File: src/rtl/pmp_seq_checker_pkg.sv
`default_nettype none
// +--------------------------------------------------------------------------+
// | cep_define                                                               |
// | Shared PMP types, CSR map and cfg legalisation (PMP_NAPOT_EN aware).     |
// | Revision: 1.0                                                            |
// +--------------------------------------------------------------------------+
package cep_define;

  localparam logic [31:0] CSR_PMPCFG0  = 32'h0000_03A0;
  localparam logic [31:0] CSR_PMPADDR0 = 32'h0000_03B0;
  localparam logic [1:0]  PRIV_M       = 2'b11;

  typedef enum logic [1:0] {
    A_OFF   = 2'd0,
    A_TOR   = 2'd1,
    A_NA4   = 2'd2,
    A_NAPOT = 2'd3
  } pmp_amode_e;

  typedef enum logic [1:0] {
    OPER_READ  = 2'd0,
    OPER_WRITE = 2'd1,
    OPER_EXEC  = 2'd2
  } pmp_oper_e;

  typedef struct packed {
    logic       l;
    logic [1:0] rsvd;
    pmp_amode_e a;
    logic       x;
    logic       w;
    logic       r;
  } pmp_cfg_t;

  // Reserved bits always read back as zero; naturally-aligned modes fold to OFF
  // when the NAPOT/NA4 matcher is not built.
  function automatic pmp_cfg_t cfg_legalize(input logic [7:0] raw);
    pmp_cfg_t c;
    c      = pmp_cfg_t'(raw);
    c.rsvd = 2'b00;
`ifdef PMP_NAPOT_EN
    c.a    = c.a;
`else
    if (c.a == A_NA4 || c.a == A_NAPOT) begin
      c.a = A_OFF;
    end
`endif
    return c;
  endfunction

endpackage
`default_nettype wire

File: src/rtl/pmp_entry_match.sv
`default_nettype none
// +--------------------------------------------------------------------------+
// | pmp_entry_match                                                          |
// | Combinational range and permission check of one PMP entry.               |
// | NA4/NAPOT decoding only when PMP_NAPOT_EN is defined.                    |
// | Revision: 1.0                                                            |
// +--------------------------------------------------------------------------+
module pmp_entry_match
  import cep_define::*;
(
  input  pmp_cfg_t    cfg,
  input  logic [31:0] addr_prev,
  input  logic [31:0] addr_cur,
  input  logic [31:0] acc_addr,
  input  logic [1:0]  acc_size,
  input  logic [1:0]  priv_mode,
  input  pmp_oper_e   oper,
  output logic        hit,
  output logic        allow
);

  // 36-bit byte addresses so that region ends up to 2^35 never wrap.
  logic [35:0] acc_lo;
  logic [35:0] acc_hi;
  logic [35:0] rgn_lo;
  logic [35:0] rgn_hi;
  logic        rgn_en;
  logic        contained;
  logic        perm;

  assign acc_lo = {4'b0000, acc_addr};
  assign acc_hi = acc_lo + (36'd1 << acc_size);

`ifdef PMP_NAPOT_EN
  logic [35:0] napot_p;
  logic [35:0] napot_len;
  assign napot_p   = {4'b0000, addr_cur};
  assign napot_len = ((napot_p ^ (napot_p + 36'd1)) + 36'd1) << 2;
`endif

  always_comb begin
    rgn_lo = '0;
    rgn_hi = '0;
    rgn_en = 1'b0;
    case (cfg.a)
      A_TOR: begin
        rgn_lo = {2'b00, addr_prev, 2'b00};
        rgn_hi = {2'b00, addr_cur, 2'b00};
        rgn_en = 1'b1;
      end
`ifdef PMP_NAPOT_EN
      A_NA4: begin
        rgn_lo = {2'b00, addr_cur, 2'b00};
        rgn_hi = {2'b00, addr_cur, 2'b00} + 36'd4;
        rgn_en = 1'b1;
      end
      A_NAPOT: begin
        rgn_lo = (napot_p & (napot_p + 36'd1)) << 2;
        rgn_hi = ((napot_p & (napot_p + 36'd1)) << 2) + napot_len;
        rgn_en = 1'b1;
      end
`endif
      default: begin
        rgn_en = 1'b0;
      end
    endcase
  end

  // An empty TOR region (lo >= hi) must not register even a partial overlap.
  assign hit       = rgn_en && (rgn_lo < rgn_hi) && (acc_lo < rgn_hi) && (acc_hi > rgn_lo);
  assign contained = rgn_en && (rgn_lo < rgn_hi) && (acc_lo >= rgn_lo) && (acc_hi <= rgn_hi);

  always_comb begin
    perm = 1'b0;
    case (oper)
      OPER_READ:  perm = cfg.r;
      OPER_WRITE: perm = cfg.w;
      OPER_EXEC:  perm = cfg.x;
      default:    perm = 1'b0;
    endcase
  end

  assign allow = contained && (((priv_mode == PRIV_M) && !cfg.l) || perm);

endmodule
`default_nettype wire

File: config.mk
export PLATFORM = sky130hd
export DESIGN_NAME = pmp_entry_match
export DESIGN_NICKNAME = d
export VERILOG_FILES = /design/src/rtl/pmp_seq_checker_pkg.sv /design/src/rtl/pmp_entry_match.sv
export SDC_FILE = /design/constraint.sdc
export NUM_CORES = 1
export LEC_CHECK = 0
export CAP_MARGIN = 20
export CELL_PAD_IN_SITES_DETAIL_PLACEMENT = 1
export CELL_PAD_IN_SITES_GLOBAL_PLACEMENT = 1
export CORE_ASPECT_RATIO = 0.5
export CORE_MARGIN = 3
export CORE_UTILIZATION = 29
export DETAILED_ROUTE_END_ITERATION = 16
export PLACE_DENSITY_LB_ADDON = 0.1
export SETUP_SLACK_MARGIN = 0.5
export SYNTH_ARGS = -nofsm -noshare
export SYNTH_HDL_FRONTEND = slang
export SYNTH_SLANG_ARGS = --single-unit
export TNS_END_PERCENT = 20
File: constraint.sdc
create_clock -name vclk -period 6.2
set_input_delay 1.24 -clock vclk [all_inputs]
set_output_delay 1.24 -clock vclk [all_outputs]
set_load 0.02 [all_outputs]
==> flow_summary.html <==
<table>
<tr><th>Metric</th><th>Value</th></tr>
<tr><th colspan="2">Timing</th></tr>
<tr><td>Max Fclk</td><td>approximately 170 MHz</td></tr>
<tr><td>Sum Neg Setup Slack</td><td>0 ps</td></tr>
<tr><td>Clock period minus worst slack</td><td>just under 6000 ps</td></tr>
<tr><td>Share of the clock period used by the worst path after layout</td><td>a little over 90%</td></tr>
<tr><td>WHS</td><td>3450 ps</td></tr>
<tr><td>Least-Margin Pin Slew</td><td>around 630 ps</td></tr>
<tr><td>RSZ-0062 raised after global routing</td><td>yes</td></tr>
<tr><td>Setup-failing EPs final</td><td>0</td></tr>
<tr><td>Worst slew margin relative to its limit</td><td>57.0%</td></tr>
<tr><td>Final worst slack</td><td>between 400 and 500 ps</td></tr>
<tr><td>Slew Viols, Final</td><td>0</td></tr>
<tr><td>Final Hold Viols</td><td>0</td></tr>
<tr><th colspan="2">Global routing</th></tr>
<tr><td>Pin count of the biggest net entering global routing</td><td>27</td></tr>
<tr><td>Via count of the first global-routing pass</td><td>around 5,500</td></tr>
<tr><td>Antenna violations before repair</td><td>0</td></tr>
<tr><td>Global-route wire length before repair</td><td>~27,000 um</td></tr>
<tr><td>Total congestion overflow</td><td>0</td></tr>
<tr><td>Overall track demand over capacity in global routing</td><td>between 15 and 20%</td></tr>
<tr><th colspan="2">Placed design</th></tr>
<tr><td>Final HPWL DP</td><td>~15,000 um</td></tr>
<tr><td>Instance area at placement</td><td>between 0.006 and 0.007 sq mm</td></tr>
<tr><td>Final weighted congestion of routability-driven global placement</td><td>around 0.8</td></tr>
<tr><td>Placed Cells</td><td>996</td></tr>
<tr><td>Number of buffers inserted by port buffering</td><td>110</td></tr>
<tr><td>Worst slack at placement</td><td>-784 ps</td></tr>
<tr><th colspan="2">Cells and area</th></tr>
<tr><td>Antenna diode count</td><td>0</td></tr>
<tr><td>Layout clock buffer count</td><td>0</td></tr>
<tr><td>Post-layout nets</td><td>between 1,000 and 1,500</td></tr>
<tr><td>Sequential standard cell area</td><td>0 sq um</td></tr>
<tr><td>Final standard cell utilization of the core</td><td>between 40% and 50%</td></tr>
<tr><td>Finished Cell Area</td><td>between 0.007 and 0.008 sq mm</td></tr>
<tr><td>Final Instance Count excl. Fillers</td><td>between 1,000 and 1,500</td></tr>
<tr><td>Number of flip-flops and latches</td><td>0</td></tr>
<tr><td>Signed area change from the synthesized netlist to the final layout</td><td>59.1%</td></tr>
<tr><td>Proportion of layout cells with a drive suffix above 1</td><td>about 23%</td></tr>
<tr><th colspan="2">Synth</th></tr>
<tr><td>Share of the synthesized area in the top cell type</td><td>between 40% and 50%</td></tr>
<tr><td>Most common cell in the netlist</td><td>sky130_fd_sc_hd__ha_1</td></tr>
<tr><td>Mapped cell area</td><td>between 0.004 and 0.005 sq mm</td></tr>
<tr><td>Cell types with the largest area share after synthesis</td><td>sky130_fd_sc_hd__ha_1, sky130_fd_sc_hd__nand2_1, sky130_fd_sc_hd__a21oi_1</td></tr>
<tr><td>Leading cell types by count after synthesis</td><td>sky130_fd_sc_hd__ha_1, sky130_fd_sc_hd__nand2_1, sky130_fd_sc_hd__a21oi_1</td></tr>
<tr><td>Post-synthesis cell type with the largest combined area</td><td>sky130_fd_sc_hd__ha_1</td></tr>
<tr><td>Average instance area after synthesis</td><td>about 7.4 sq um</td></tr>
<tr><td>Distinct cell type count of the synthesized netlist</td><td>49</td></tr>
<tr><td>YS warnings</td><td>0</td></tr>
<tr><td>Sequential fraction of the synthesis area</td><td>0%</td></tr>
<tr><td>Synthesized Nets</td><td>about 870</td></tr>
<tr><td>Gate count of the mapped netlist</td><td>599</td></tr>
<tr><th colspan="2">Worst setup path</th></tr>
<tr><td>Category of the critical setup timing path</td><td>in -&gt; out</td></tr>
<tr><td>CP max FO</td><td>6</td></tr>
<tr><td>Crit path launch type</td><td>input port</td></tr>
<tr><td>Crit path required time</td><td>4960 ps</td></tr>
<tr><td>Type of destination of the critical path</td><td>output pin</td></tr>
<tr><td>Data arrival, critical path</td><td>approximately 4600 ps</td></tr>
<tr><th colspan="2">Power and ir drop</th></tr>
<tr><td>Worst VDD drop</td><td>around 0.022 mV</td></tr>
<tr><td>Cell leakage power</td><td>3.46 nW</td></tr>
<tr><td>Overall power</td><td>between 400 and 500 uW</td></tr>
<tr><td>Power Density</td><td>roughly 64 mW/mm^2</td></tr>
<tr><th colspan="2">Routing</th></tr>
<tr><td>Antenna-violating nets left</td><td>0</td></tr>
<tr><td>Iteration-0 DRC count of the detailed router</td><td>between 100 and 150</td></tr>
<tr><td>Number of vias after detailed routing</td><td>5,237</td></tr>
<tr><td>Wire length per cell after detailed routing</td><td>around 17 um</td></tr>
<tr><td>1st-pass router iterations</td><td>4</td></tr>
<tr><td>Remaining routing DRC violations</td><td>0</td></tr>
<tr><td>Total Wirelength</td><td>17,000 um</td></tr>
<tr><td>Vias/cell</td><td>between 5 and 6</td></tr>
<tr><th colspan="2">Die</th></tr>
<tr><td>Core area</td><td>between 0.01 and 0.015 sq mm</td></tr>
<tr><td>Placement row count</td><td>31</td></tr>
<tr><td>Die Footprint</td><td>0.0169 sq mm</td></tr>
<tr><td>Height of the die</td><td>a little over 90 um</td></tr>
<tr><td>Horizontal die dimension</td><td>approximately 180 um</td></tr>
<tr><td>Starting Density</td><td>between 30% and 40%</td></tr>
<tr><td>Num ports</td><td>between 100 and 150</td></tr>
<tr><th colspan="2">Run status</th></tr>
<tr><td>Outcome</td><td>complete, no violations</td></tr>
<tr><th colspan="2">Job</th></tr>
<tr><td>MaxCap Viol Count</td><td>0</td></tr>
<tr><th colspan="2">Min path</th></tr>
<tr><td>Hold Crit Class</td><td>in -&gt; out</td></tr>
<tr><th colspan="2">Clocking</th></tr>
<tr><td>CTS Hold Buffers Added</td><td>0</td></tr>
</table>
[cells in the final DEF, fill, tap and decap left out, types with 6 or more instances in the layout]
cell type,instances
sky130_fd_sc_hd__nand3_1,16
sky130_fd_sc_hd__buf_6,8
sky130_fd_sc_hd__nand2_1,102
sky130_fd_sc_hd__nor2_1,20
sky130_fd_sc_hd__nand4_1,27
sky130_fd_sc_hd__and3_1,6
sky130_fd_sc_hd__ha_1,152
sky130_fd_sc_hd__a21oi_1,51
sky130_fd_sc_hd__xnor2_2,6
sky130_fd_sc_hd__inv_1,40
sky130_fd_sc_hd__clkdlybuf4s50_1,98
sky130_fd_sc_hd__xor2_1,11
sky130_fd_sc_hd__a211oi_1,9
sky130_fd_sc_hd__a21o_1,16
sky130_fd_sc_hd__buf_4,112
sky130_fd_sc_hd__xnor2_1,10
sky130_fd_sc_hd__o21ai_0,23
[path summary, 6_finish.rpt]
kind	from	to	depth (start not counted)	slack (ps)
worst max-delay path	acc_size[0]	allow	17	400
worst min-delay path	acc_addr[0]	allow	7	3450
[layer usage]
metal / part of all wire, % / vias to the layer above / wire length [um] / track usage [%]
li1: - / 2674 / - / -
met1: 49 / 2483 / 8280 / 27.2
met2: 48 / 74 / 8080 / 35.3
met3: 3.2 / 6 / 545 / 0.505
met4: 0.45 / 0 / 76 / 0.697
met5: 0 / - / 0 / 0
[final cells by class]
type / instances / area [sq um]
fill: 1817 / 7670
multi-input combinational: 552 / 4670
timing repair buffer: 227 / 2000
tap: 198 / 248
inverter: 40 / 150
[report_power, final]
group	internal (mW)	switching (mW)
registers	0	0
logic	0.233	0.222
clock network	0	0
total	0.233	0.222
[logic make-up after synthesis]
family                     count (synthesis)  share of synthesized area (%)
muxes                                      1                          0.225
xor gates and xnor gates                  30                           5.91
and+or+nand+nor                          231                           27.2
buffers and inverters                     47                           3.97
adders and majority gates                157                           44.4
AOI/OAI and AO/OA                        133                           18.3
[worst max-delay path: stages]
cell and delay [ps]:
sky130_fd_sc_hd__buf_8 110, sky130_fd_sc_hd__nor2b_4 120, sky130_fd_sc_hd__ha_1 280, sky130_fd_sc_hd__a21o_1 190, sky130_fd_sc_hd__a21oi_2 170, sky130_fd_sc_hd__o21bai_2 90, sky130_fd_sc_hd__buf_6 130, sky130_fd_sc_hd__nand3_4 140
sky130_fd_sc_hd__nor2_2 80, sky130_fd_sc_hd__xor2_2 170, sky130_fd_sc_hd__ha_1 370, sky130_fd_sc_hd__nand4_4 130, sky130_fd_sc_hd__or4_4 560, sky130_fd_sc_hd__o221ai_4 200, sky130_fd_sc_hd__a211oi_2 100, sky130_fd_sc_hd__o221a_1 310
sky130_fd_sc_hd__buf_6 150
[repair_timing]
item / CTS / global route
cloned: 0 / 0
endpoints found under the setup margin: 2 / 2
pin swaps: 43 / 48
setup buffers: 15 / 6
resized for setup: 71 / 47
Power figures use the tool's default switching activity.
